<file path="src/rtl/mod_switch_debounce.sv">
// ---------------------------------------------------------------------------
// mod_switch_debounce
// Two-flop synchroniser plus an independent debounce counter per switch bit.
// A bit of sw_out takes a new synchronised level only after that level has
// persisted for DB_COUNT consecutive clocks. Any return to the current output
// level before then discards the count.
//
// Optional feature macro: SWITCH_EDGE_EN
//   defined   -> changed[i] is a registered one-cycle pulse on every update
//                of sw_out[i], in either direction
//   undefined -> changed is tied to zero and no edge registers are built
// ---------------------------------------------------------------------------
module mod_switch_debounce #(
    parameter int WIDTH    = 8,
    parameter int DB_COUNT = 500000,
    parameter int CNT_W    = 20
) (
    input  logic             clk,
    input  logic             rst,
    input  logic [WIDTH-1:0] sw_raw,
    output logic [WIDTH-1:0] sw_out,
    output logic [WIDTH-1:0] changed
);

    // Count value on which a pending level is accepted.
    localparam logic [CNT_W-1:0] LAST = CNT_W'(DB_COUNT - 1);

    // The per-bit state is implicit: a bit is counting whenever its
    // synchronised input disagrees with its current output.
    typedef enum logic {
        ST_STABLE   = 1'b0,
        ST_COUNTING = 1'b1
    } state_t;

    logic [WIDTH-1:0] sync0;
    logic [WIDTH-1:0] sync1;
    logic [CNT_W-1:0] cnt      [WIDTH];
    logic [CNT_W-1:0] cnt_nxt  [WIDTH];
    logic [WIDTH-1:0] out_nxt;
    state_t           state    [WIDTH];

    // Synchronise, then register debounced outputs and counters.
    always_ff @(posedge clk) begin
        // NOTE: sequential state uses non-blocking assignments so every
        // register samples the values present before this edge.
        if (!rst) begin
            sync0  <= '0;
            sync1  <= '0;
            sw_out <= '0;
            // NOTE: the counters are state, not storage, so they are cleared
            // on reset like any other flop; a stale count would shorten the
            // first debounce interval after release.
            cnt    <= '{default: '0};
        end else begin
            sync0  <= sw_raw;
            sync1  <= sync0;
            sw_out <= out_nxt;
            cnt    <= cnt_nxt;
        end
    end

    // Decode each bit's state from the sync1 / sw_out comparison.
    always_comb begin
        for (int i = 0; i < WIDTH; i++) begin
            state[i] = (sync1[i] == sw_out[i]) ? ST_STABLE : ST_COUNTING;
        end
    end

    // Next counter and output per bit; accept the new level at count LAST.
    always_comb begin
        // NOTE: every output gets a default first so no path leaves a
        // variable unassigned, which would otherwise infer a latch.
        out_nxt = sw_out;
        cnt_nxt = '{default: '0};
        for (int i = 0; i < WIDTH; i++) begin
            case (state[i])
                ST_STABLE: begin
                    cnt_nxt[i] = '0;
                end
                ST_COUNTING: begin
                    if (cnt[i] == LAST) begin
                        out_nxt[i] = sync1[i];
                        cnt_nxt[i] = '0;
                    end else begin
                        cnt_nxt[i] = cnt[i] + 1'b1;
                    end
                end
                default: begin
                    cnt_nxt[i] = '0;
                end
            endcase
        end
    end

`ifdef SWITCH_EDGE_EN
    // Pulse changed[i] on the same edge that sw_out[i] takes a new value.
    always_ff @(posedge clk) begin
        if (!rst) begin
            changed <= '0;
        end else begin
            changed <= out_nxt ^ sw_out;
        end
    end
`else
    assign changed = '0;
`endif

endmodule
</file>
<file path="config.mk">
export PLATFORM = sky130hd
export DESIGN_NAME = mod_switch_debounce
export DESIGN_NICKNAME = d
export VERILOG_FILES = /design/src/rtl/mod_switch_debounce.sv
export SDC_FILE = /design/constraint.sdc
export NUM_CORES = 1
export LEC_CHECK = 0
export ABC_AREA = 1
export BUFFER_PORTS_ARGS = -buffer_cell sky130_fd_sc_hd__buf_4
export CAP_MARGIN = 5
export CORE_MARGIN = 4
export CORE_UTILIZATION = 36
export CTS_BUF_LIST = sky130_fd_sc_hd__clkbuf_8
export DETAILED_ROUTE_END_ITERATION = 10
export SYNTH_ARGS = -nofsm -noshare
export SYNTH_HDL_FRONTEND = slang
export SYNTH_SLANG_ARGS = --single-unit
</file>
<file path="constraint.sdc">
create_clock -name clk -period 2 [get_ports clk]
set_input_delay 0.4 -clock clk [delete_from_list [all_inputs] [get_ports clk]]
set_output_delay 0.4 -clock clk [all_outputs]
set_load 0.03 [all_outputs]
</file>
==> impl_metrics.env, run 1 <==
export IMPL_outcome="finished clean"
export IMPL_pin_count=26
export IMPL_die_w_um=168
export IMPL_ant_nets=0
export IMPL_cts_tree="yes"
export IMPL_synth_enable_flop_cells=0
export IMPL_slowest_stage="dfxtp_1"
export IMPL_most_common_layout_cells="360 x nor2_1, 355 x nand2_1, 184 x dfxtp_1, 139 x inv_1, 81 x nand3_1"
export IMPL_place_congestion=0.860
export IMPL_postCtsSetupBuffers=0
export IMPL_grt_pass1_vias=7381
export IMPL_peakVddDrop_uv=525
export IMPL_dp_cells=1717
export IMPL_path_cells="ha_1, nand3_1, nor2_1, nand3_1, nand2_2, a21oi_1"
export IMPL_fin_util=0.400
export IMPL_final_nets=1424
export IMPL_rows=58
export IMPL_yosys_most_used_dff="dfxtp_1"
export IMPL_syn_cell_area_mm2=0.00922
export IMPL_multi_input_comb_area_mm2=0.00488
export IMPL_areaGrowthSynthToFinish_pct=9.21
export IMPL_setup_viol=0
export IMPL_grt_max_degree=20
export IMPL_grt_use_total=0.134
export IMPL_worstPathRequired_ns=2.33
export IMPL_critPathCaptureType="flop"
export IMPL_dieArea_mm2=0.0282
export IMPL_grt_pass1_wl_mm=32.6
export IMPL_postCtsHoldBufs=0
export IMPL_period_needed_ns=1.73
export IMPL_setup_tns_final_ns=0
export IMPL_antenna_found_initial=0
export IMPL_fillerInstances=2633
export IMPL_p_leak_nw=3.26
export IMPL_maxCapViolCount=0
export IMPL_finClkSkew_ns=0.0132
export IMPL_critPathTopFamily="simple AND/OR/NAND/NOR gates"
export IMPL_ys_warn_count=0
export IMPL_crit_buf_inv=0
export IMPL_num_antenna_cells=0
export IMPL_power_density_mw_per_mm2=648
export IMPL_numPortBuffers=17
export IMPL_clockBufferDepth=2
export IMPL_numCtsBuffers=17
export IMPL_synth_top_cell_area_share=0.399
export IMPL_regArea_mm2=0.00368
export IMPL_drive_above_1_share=0.0571
export IMPL_postCtsResizedCells=0
export IMPL_drc_errors=0
export IMPL_final_common_cell="nor2_1"
export IMPL_path_clk_slew_ns=0.09
export IMPL_dp_hpwl_mm=13.4
export IMPL_worst_path_most_repeated_cell="nand3_1"
export IMPL_rsz0062_at_grt="no"
export IMPL_crit_arrival_ns=2.06
export IMPL_report_final_slew_viol_count=0
export IMPL_async_reset_ff_frac=0
export IMPL_synth_area_leaders="dfxtp_1 40%, nor2_1 15%, nand2_1 14%, inv_1 5.7%, xor2_1 4.7%"
export IMPL_cp_max_fo=19
export IMPL_synth_cells=1381
export IMPL_slowest_delay_ns=0.42
export IMPL_seq_area_frac_synth=0.399
export IMPL_max_freq_mhz=579
export IMPL_fin_cells=1749
export IMPL_cts_max_level=4
export IMPL_start_util=0.366
export IMPL_syn_avg_cell_area_um2=6.68
export IMPL_cts_root_buf="clkbuf_8"
export IMPL_drt_total_wl_mm=18.2
export IMPL_min_path_type="in2reg"
export IMPL_firstDrtPassIters=5
export IMPL_yosysUniqueCellTypes=29
export IMPL_min_period_over_period=0.864
export IMPL_hold_viol_final=0
export IMPL_grt_overflow_total=0
export IMPL_path_class="reg2reg"
export IMPL_cp_start_kind="flop"
export IMPL_clk_latency_ns=0.45
export IMPL_synth_area_leader_cell="dfxtp_1"
export IMPL_ys_seq_elements=184
export IMPL_vias=7913
export IMPL_drtIter0Drc=437
export IMPL_viasPerCell=4.52
export IMPL_regToRegSetupSlack_ns=0.27
export IMPL_post_drt_wl_per_cell_um=10.4
export IMPL_coreArea_mm2=0.0252
export IMPL_cts_sinks=184
export IMPL_fp_dieH_um=168
tightest hold or removal path: stages:
cell and delay, ns:
buf_4 0.07, nand2_1 0.04, inv_1 0.04
metrics by stage:
step | setup slack, ns | cell area, um^2 | power (mW) | hold WS, ns
2_1_floorplan | 0.549 | 9250 | 3.87 | 0.390
3_3_place_gp | 0.339 | 9640 | 3.89 | 0.395
3_5_place_dp | 0.283 | 9640 | 3.89 | 0.397
4_1_cts | 0.260 | 10100 | 6.63 | 0.0816
5_1_grt | 0.0544 | 10100 | 6.80 | 0.0947
6_report | 0.272 | 10100 | 6.53 | 0.124
kinds of logic (layout without fill, tap and decap cells):
family / Yosys count / in the layout / synth area share
and+or+nand+nor: 866 / 866 / 0.387
adders and majority gates: 8 / 8 / 0.0109
xor gates and xnor gates: 78 / 78 / 0.0741
AOI/OAI and AO/OA: 84 / 84 / 0.0543
buffers and inverters: 160 / 191 / 0.0745
DFF: 184 / 184 / 0.399
other: 1 / 8 / 0.000407
worst paths after layout:
kind / endpoint / from / cells past startpoint
setup / recovery: cnt[56]$_SDFF_PP0_ / cnt[40]$_SDFF_PP0_ / 6
hold / removal: sync0[7]$_SDFF_PN0_ / sw_raw[7] / 3
setup reg to reg: cnt[56]$_SDFF_PP0_ / cnt[40]$_SDFF_PP0_ / 6
hold reg to reg: sync1[3]$_SDFF_PN0_ / sync0[3]$_SDFF_PN0_ / 2
sequential cells by signal, summed over array words and instances (netlist names):
register / count
sync1: 8
sync0: 8
sw_out: 8
cnt: 160
Yosys cell counts, types with 10 or more instances:
master,number
nor2_1,360
nand2_1,355
dfxtp_1,184
inv_1,139
nand3_1,81
a21oi_1,52
xor2_1,50
xnor2_1,28
nand4_1,25
o21ai_0,18
buf_4,11
o21bai_1,10
layer usage:
layer	up-vias	routed length [um]	global-route usage	part of all wire
met5	-	0	0	0
met4	0	206	0.0349	0.011
met3	17	533	0.0265	0.029
met2	89	8050	0.218	0.44
met1	3479	9380	0.182	0.52
li1	4328	-	-	-
cell type report:
| cell class | instances | share of cell area |
|---|---|---|
| well taps | 330 | 0.0410 |
| flip-flops and latches | 184 | 0.366 |
| clock buffers | 17 | 0.0232 |
| clock inverters | 15 | 0.0198 |
| multi-input cells | 1044 | 0.484 |
| repair buffers | 18 | 0.0134 |
| inverters | 141 | 0.0525 |
power by group:
group	switching (mW)	total, mW	internal, mW
registers	0.0101	3.69	3.68
logic	0.0781	0.111	0.0329
clock network	1.36	2.73	1.37
No activity file was read; power rests on OpenSTA's default activity.
==> run 2: changes to the inputs <==
Settings changed: REMOVE_ABC_BUFFERS from default to 1.
==> run 2 against run 1 <==
Compared with the run above: final area fell by 0.48%; power decreased by 3.8%; clock skew increased by 0.0041 ns; combinational power about the same; flip-flop and latch count did not move; critical path depth unchanged; count of clock-buffer cells in the layout rose by 1; global-route usage increased by 0.15 points; fmax rose by 1.8%; register-to-register slack improved by 0.03 ns; critical path type unchanged; highest routed layer unchanged.
==> impl_metrics.env, run 2 (synthesized netlist as in run 1, its figures left out) <==
export IMPL_path_class="reg2reg"
export IMPL_min_path_type="in2reg"
export IMPL_postCtsResizedCells=0
export IMPL_dp_hpwl_mm=13.6
export IMPL_cts_max_level=4
export IMPL_grt_pass1_vias=7399
export IMPL_coreArea_mm2=0.0252
export IMPL_postCtsSetupBuffers=0
export IMPL_swShare=0.242
export IMPL_drt_total_wl_mm=18.3
export IMPL_vias=7930
export IMPL_whs_endpoint="sync0[5]$_SDFF_PN0_"
export IMPL_regToRegSetupSlack_ns=0.30
export IMPL_finClkSkew_ns=0.0173
export IMPL_most_common_layout_cells="360 x nor2_1, 355 x nand2_1, 184 x dfxtp_1, 139 x inv_1, 81 x nand3_1"
export IMPL_r2r_start="cnt[80]$_SDFF_PP0_"
export IMPL_post_drt_wl_per_cell_um=10.5
export IMPL_pin_count=26
export IMPL_clk_latency_ns=0.48
export IMPL_setup_tns_final_ns=0
export IMPL_crit_arrival_ns=2.05
export IMPL_antenna_found_initial=0
export IMPL_clockBufferDepth=2
export IMPL_grt_use_total=0.135
export IMPL_cts_sinks=184
export IMPL_report_final_slew_viol_count=0
export IMPL_die_w_um=168
export IMPL_grt_max_degree=20
export IMPL_drtIter0Drc=450
export IMPL_setup_viol=0
export IMPL_postCtsHoldBufs=0
export IMPL_period_needed_ns=1.70
export IMPL_final_nets=1424
export IMPL_outcome="finished clean"
export IMPL_areaGrowthSynthToFinish_pct=8.68
export IMPL_p_sw_mw=1.52
export IMPL_viasPerCell=4.53
export IMPL_numPortBuffers=17
export IMPL_p_leak_nw=3.23
export IMPL_hold_viol_final=0
export IMPL_cts_tree="yes"
export IMPL_fp_dieH_um=168
export IMPL_path_clk_slew_ns=0.11
export IMPL_num_antenna_cells=0
export IMPL_fin_cells=1749
export IMPL_maxCapViolCount=0
export IMPL_largest_reg_flops=160
export IMPL_ant_nets=0
export IMPL_p_clk_frac=0.395
export IMPL_worstPathRequired_ns=2.35
export IMPL_top_register="cnt"
export IMPL_min_period_over_period=0.849
export IMPL_rsz0062_at_grt="no"
export IMPL_max_freq_mhz=589
export IMPL_seqPwrFrac=0.587
export IMPL_drc_errors=0
export IMPL_intPower_mw=4.76
export IMPL_reg2regPathDepth=6
export IMPL_hold_depth=3
export IMPL_dp_cells=1717
export IMPL_cp_start_kind="flop"
export IMPL_cp_max_fo=18
export IMPL_grt_pass1_wl_mm=32.9
export IMPL_peakVddDrop_uv=383
export IMPL_r2r_end="cnt[90]$_SDFF_PP0_"
export IMPL_min_from="sw_raw[5]"
export IMPL_final_common_cell="nor2_1"
export IMPL_cts_root_buf="clkbuf_8"
export IMPL_critPathCaptureType="flop"
export IMPL_start_util=0.366
export IMPL_dieArea_mm2=0.0282
export IMPL_grt_overflow_total=0
export IMPL_drive_above_1_share=0.0571
export IMPL_p_comb_frac=0.018
export IMPL_power_density_mw_per_mm2=627
export IMPL_numCtsBuffers=17
export IMPL_firstDrtPassIters=5
export IMPL_rows=58
export IMPL_place_congestion=0.859
## run 2: critical path, cell delays in order (launching register included)
cell and delay, ns:
dfxtp_1 0.37, ha_1 0.21, nand2_1 0.10, nor2_4 0.14, nand3_1 0.18, o21bai_4 0.47, nor2_1 0.10
## run 2: cell type report
class                      instances  area [um^2]
fill                            2619        15200
clock buffer                      18          248
inverter                         141          529
tap                              330          413
multi-input combinational       1044         4880
clock inverter                    14          136
timing repair buffer              18          135
sequential                       184         3680
## run 2: metrics by stage
step	power (mW)	util	area (um^2)	hold slack [ns]	setup slack (ns)
after detailed placement	3.89	0.383	9640	0.396	0.299
after floorplan	3.84	-	9090	0.390	0.584
after CTS	6.40	0.398	10000	0.0823	0.281
final	6.28	0.398	10000	0.113	0.302
after global routing	6.55	0.398	10000	0.0899	0.0869
after global placement	3.89	0.383	9640	0.394	0.365
## run 2: worst max path at each step
stage	to	from	slack [ns]
finish	cnt[90]$_SDFF_PP0_	cnt[80]$_SDFF_PP0_	0.30
global route	cnt[54]$_SDFF_PP0_	cnt[40]$_SDFF_PP0_	0.09
CTS	cnt[49]$_SDFF_PP0_	cnt[40]$_SDFF_PP0_	0.28
detailed placement	cnt[52]$_SDFF_PP0_	cnt[40]$_SDFF_PP0_	0.30
global placement	cnt[54]$_SDFF_PP0_	cnt[40]$_SDFF_PP0_	0.37
floorplan	cnt[11]$_SDFF_PP0_	cnt[0]$_SDFF_PP0_	0.58
## run 2: routing by layer
layer | global-route usage | up-vias | wire, um
li1 | - | 4323 | -
met1 | 0.183 | 3486 | 9360
met2 | 0.215 | 97 | 8010
met3 | 0.0293 | 24 | 636
met4 | 0.0452 | 0 | 306
met5 | 0 | - | 0
## run 2: power groups by stage
stage	clock network [mW]	registers [mW]	logic, mW
floorplan	0	3.77	0.0712
global placement	0	3.78	0.113
detailed placement	0	3.78	0.113
CTS	2.60	3.69	0.114
global route	2.73	3.69	0.126
finish	2.48	3.69	0.111
==> run 3: changes to the inputs <==
Clock period 2 ns to 1.4 ns, I/O delays scaled along.
==> run 3 against run 2 <==
Compared with the run above: the flow now finishes with violations (setup timing); count of clock-buffer cells in the layout is 1 higher; sequential power is 43% higher; global-route usage is 0.87 points higher; first-iteration DRC count is 16% higher; fmax is 17% higher; via count is 6.9% higher; utilization is 6.8 points higher; worst hold slack worse by 0.071 ns; die area stayed put.
==> impl_metrics.env, run 3 (synthesized netlist as in run 1, its figures left out) <==
export IMPL_numPortBuffers=17
export IMPL_slowest_delay_ns=0.37
export IMPL_clk_latency_ns=0.46
export IMPL_cp_max_fo=9
export IMPL_most_common_layout_cells="346 x nand2_1, 308 x nor2_1, 136 x inv_1, 131 x dfxtp_1, 108 x buf_4"
export IMPL_busiest_layer="met2"
export IMPL_start_util=0.366
export IMPL_dp_slack_ns=-0.0934
export IMPL_setup_viol=17
export IMPL_cp_start_kind="flop"
export IMPL_cts_max_level=4
export IMPL_path_class="reg2reg"
export IMPL_clockBufferDepth=2
export IMPL_grt_use_met1=0.191
export IMPL_final_common_cell="nand2_1"
export IMPL_cts_sinks=184
export IMPL_cts_root_buf="clkbuf_8"
export IMPL_drt_total_wl_mm=20.8
export IMPL_dp_hpwl_mm=14.7
export IMPL_grt_use_total=0.144
export IMPL_pin_count=26
export IMPL_path_cells="inv_1, nor2_1, nand4_1, o21bai_4, clkbuf_16, a21oi_1"
export IMPL_worstPathRequired_ns=1.77
export IMPL_hold_depth=3
export IMPL_cts_tree="yes"
export IMPL_fp_dieH_um=168
export IMPL_top_register="cnt"
export IMPL_peakVddDrop_uv=477
export IMPL_coreArea_mm2=0.0252
export IMPL_grt_overflow_total=0
export IMPL_areaGrowthSynthToFinish_pct=27.3
export IMPL_vias=8479
export IMPL_worst_slack_ns=-0.0550
export IMPL_largest_reg_flops=160
export IMPL_outcome="finished, violations left"
export IMPL_antenna_found_initial=0
export IMPL_dieArea_mm2=0.0282
export IMPL_use_met3=0.0326
export IMPL_r2r_end="cnt[87]$_SDFF_PP0_"
export IMPL_drtIter0Drc=521
export IMPL_viasPerCell=4.54
export IMPL_power_density_mw_per_mm2=772
export IMPL_numCtsBuffers=17
export IMPL_path_clk_slew_ns=0.10
export IMPL_rows=58
export IMPL_regToRegSetupSlack_ns=-0.05
export IMPL_r2r_start="cnt[88]$_SDFF_PP0_"
export IMPL_num_antenna_cells=0
export IMPL_grt_pass1_wl_mm=34.9
export IMPL_fillerInstances=2532
export IMPL_report_final_slew_viol_count=0
export IMPL_dpl_cell_area_mm2=0.0104
export IMPL_finClkSkew_ns=0.0181
export IMPL_maxCapViolCount=0
export IMPL_post_drt_wl_per_cell_um=11.1
export IMPL_crit_arrival_ns=1.82
export IMPL_hold_slack_ns=0.0413
export IMPL_period_needed_ns=1.45
export IMPL_place_congestion=0.862
export IMPL_max_freq_mhz=687
export IMPL_grt_pass1_vias=7977
export IMPL_min_period_over_period=1.04
export IMPL_ant_nets=0
export IMPL_p_leak_nw=4.00
export IMPL_rsz0062_at_grt="yes"
export IMPL_setup_worst_path_end="cnt[87]$_SDFF_PP0_"
export IMPL_critPathLaunch="cnt[88]$_SDFF_PP0_"
export IMPL_final_area_mm2=0.0117
export IMPL_final_nets=1544
export IMPL_grt_max_degree=20
export IMPL_min_path_type="in2reg"
export IMPL_reg2regPathDepth=6
export IMPL_die_w_um=168
export IMPL_finalPower_mw=9.07
export IMPL_drive_above_1_share=0.227
export IMPL_violations="setup timing"
export IMPL_met2_usage=0.238
export IMPL_drc_errors=0
export IMPL_critPathCaptureType="flop"
export IMPL_slowest_stage="dfxtp_2"
export IMPL_firstDrtPassIters=5
export IMPL_hold_viol_final=0
-- run 3: cell count changes in the layout (fill, tap and decap cells not counted), sizes merged --
cell	previous run	this run
inv	148	147
clkinvlp	2	3
clkbuf	18	24
buf	18	127
clkinv	4	3
dlygate4sd3	0	6
-- run 3: through the flow --
stage,setup TNS [ns],instances,utilization
detailed placement,-1.12,1812,0.414
global route,-3.92,1869,0.466
finish,-0.608,1869,0.466
global placement,-0.180,1812,0.414
floorplan,-0.103,1369,-
CTS,0,1854,0.437
-- run 3: final cells by class --
cell class              count  area, um^2  share of cell area
multi-input cells        1044        5410               0.460
flip-flops and latches    184        3750               0.319
repair buffers            138        1260               0.108
inverters                 141         529              0.0451
well taps                 330         413              0.0352
clock buffers              19         262              0.0223
clock inverters            13         120              0.0102
-- run 3: worst min path at each step --
stage / startpoint / end / slack, ns
floorplan: rst / sync0[0]$_SDFF_PN0_ / 0.37
global placement: sync0[5]$_SDFF_PN0_ / sync1[5]$_SDFF_PN0_ / 0.39
detailed placement: sync0[4]$_SDFF_PN0_ / sync1[4]$_SDFF_PN0_ / 0.40
CTS: sw_raw[1] / sync0[1]$_SDFF_PN0_ / 0.02
global route: sw_raw[1] / sync0[1]$_SDFF_PN0_ / 0.03
finish: sw_raw[1] / sync0[1]$_SDFF_PN0_ / 0.04
-- run 3: critical path: cells and delay by family, from the launching register on --
kind | cells | cell delay (ns)
DFF | 1 | 0.37
AOI/OAI and AO/OA | 2 | 0.37
and+or+nand+nor | 2 | 0.34
buffers and inverters | 2 | 0.26
-- run 3: power breakdown --
part	internal (mW)	leakage, nW	switching [mW]
sequential	5.26	1.51	0.0148
clock	1.52	0.194	2.02
combinational	0.115	2.30	0.139
-- run 3: per-layer routing --
metal  wire [um]  vias up
li1            -     4562
met3         755       12
met2        9810      102
met5           0        -
met1       10100     3803
met4         170        0
-- run 3: repair_timing --
item,4_1_cts,5_1_grt
hold buffers,6,0
endpoints found under the setup margin,83,167
endpoints found under the hold margin,6,0
pin swaps,9,46
resized for setup,30,182
gates cloned,0,6
buffers inserted,4,9
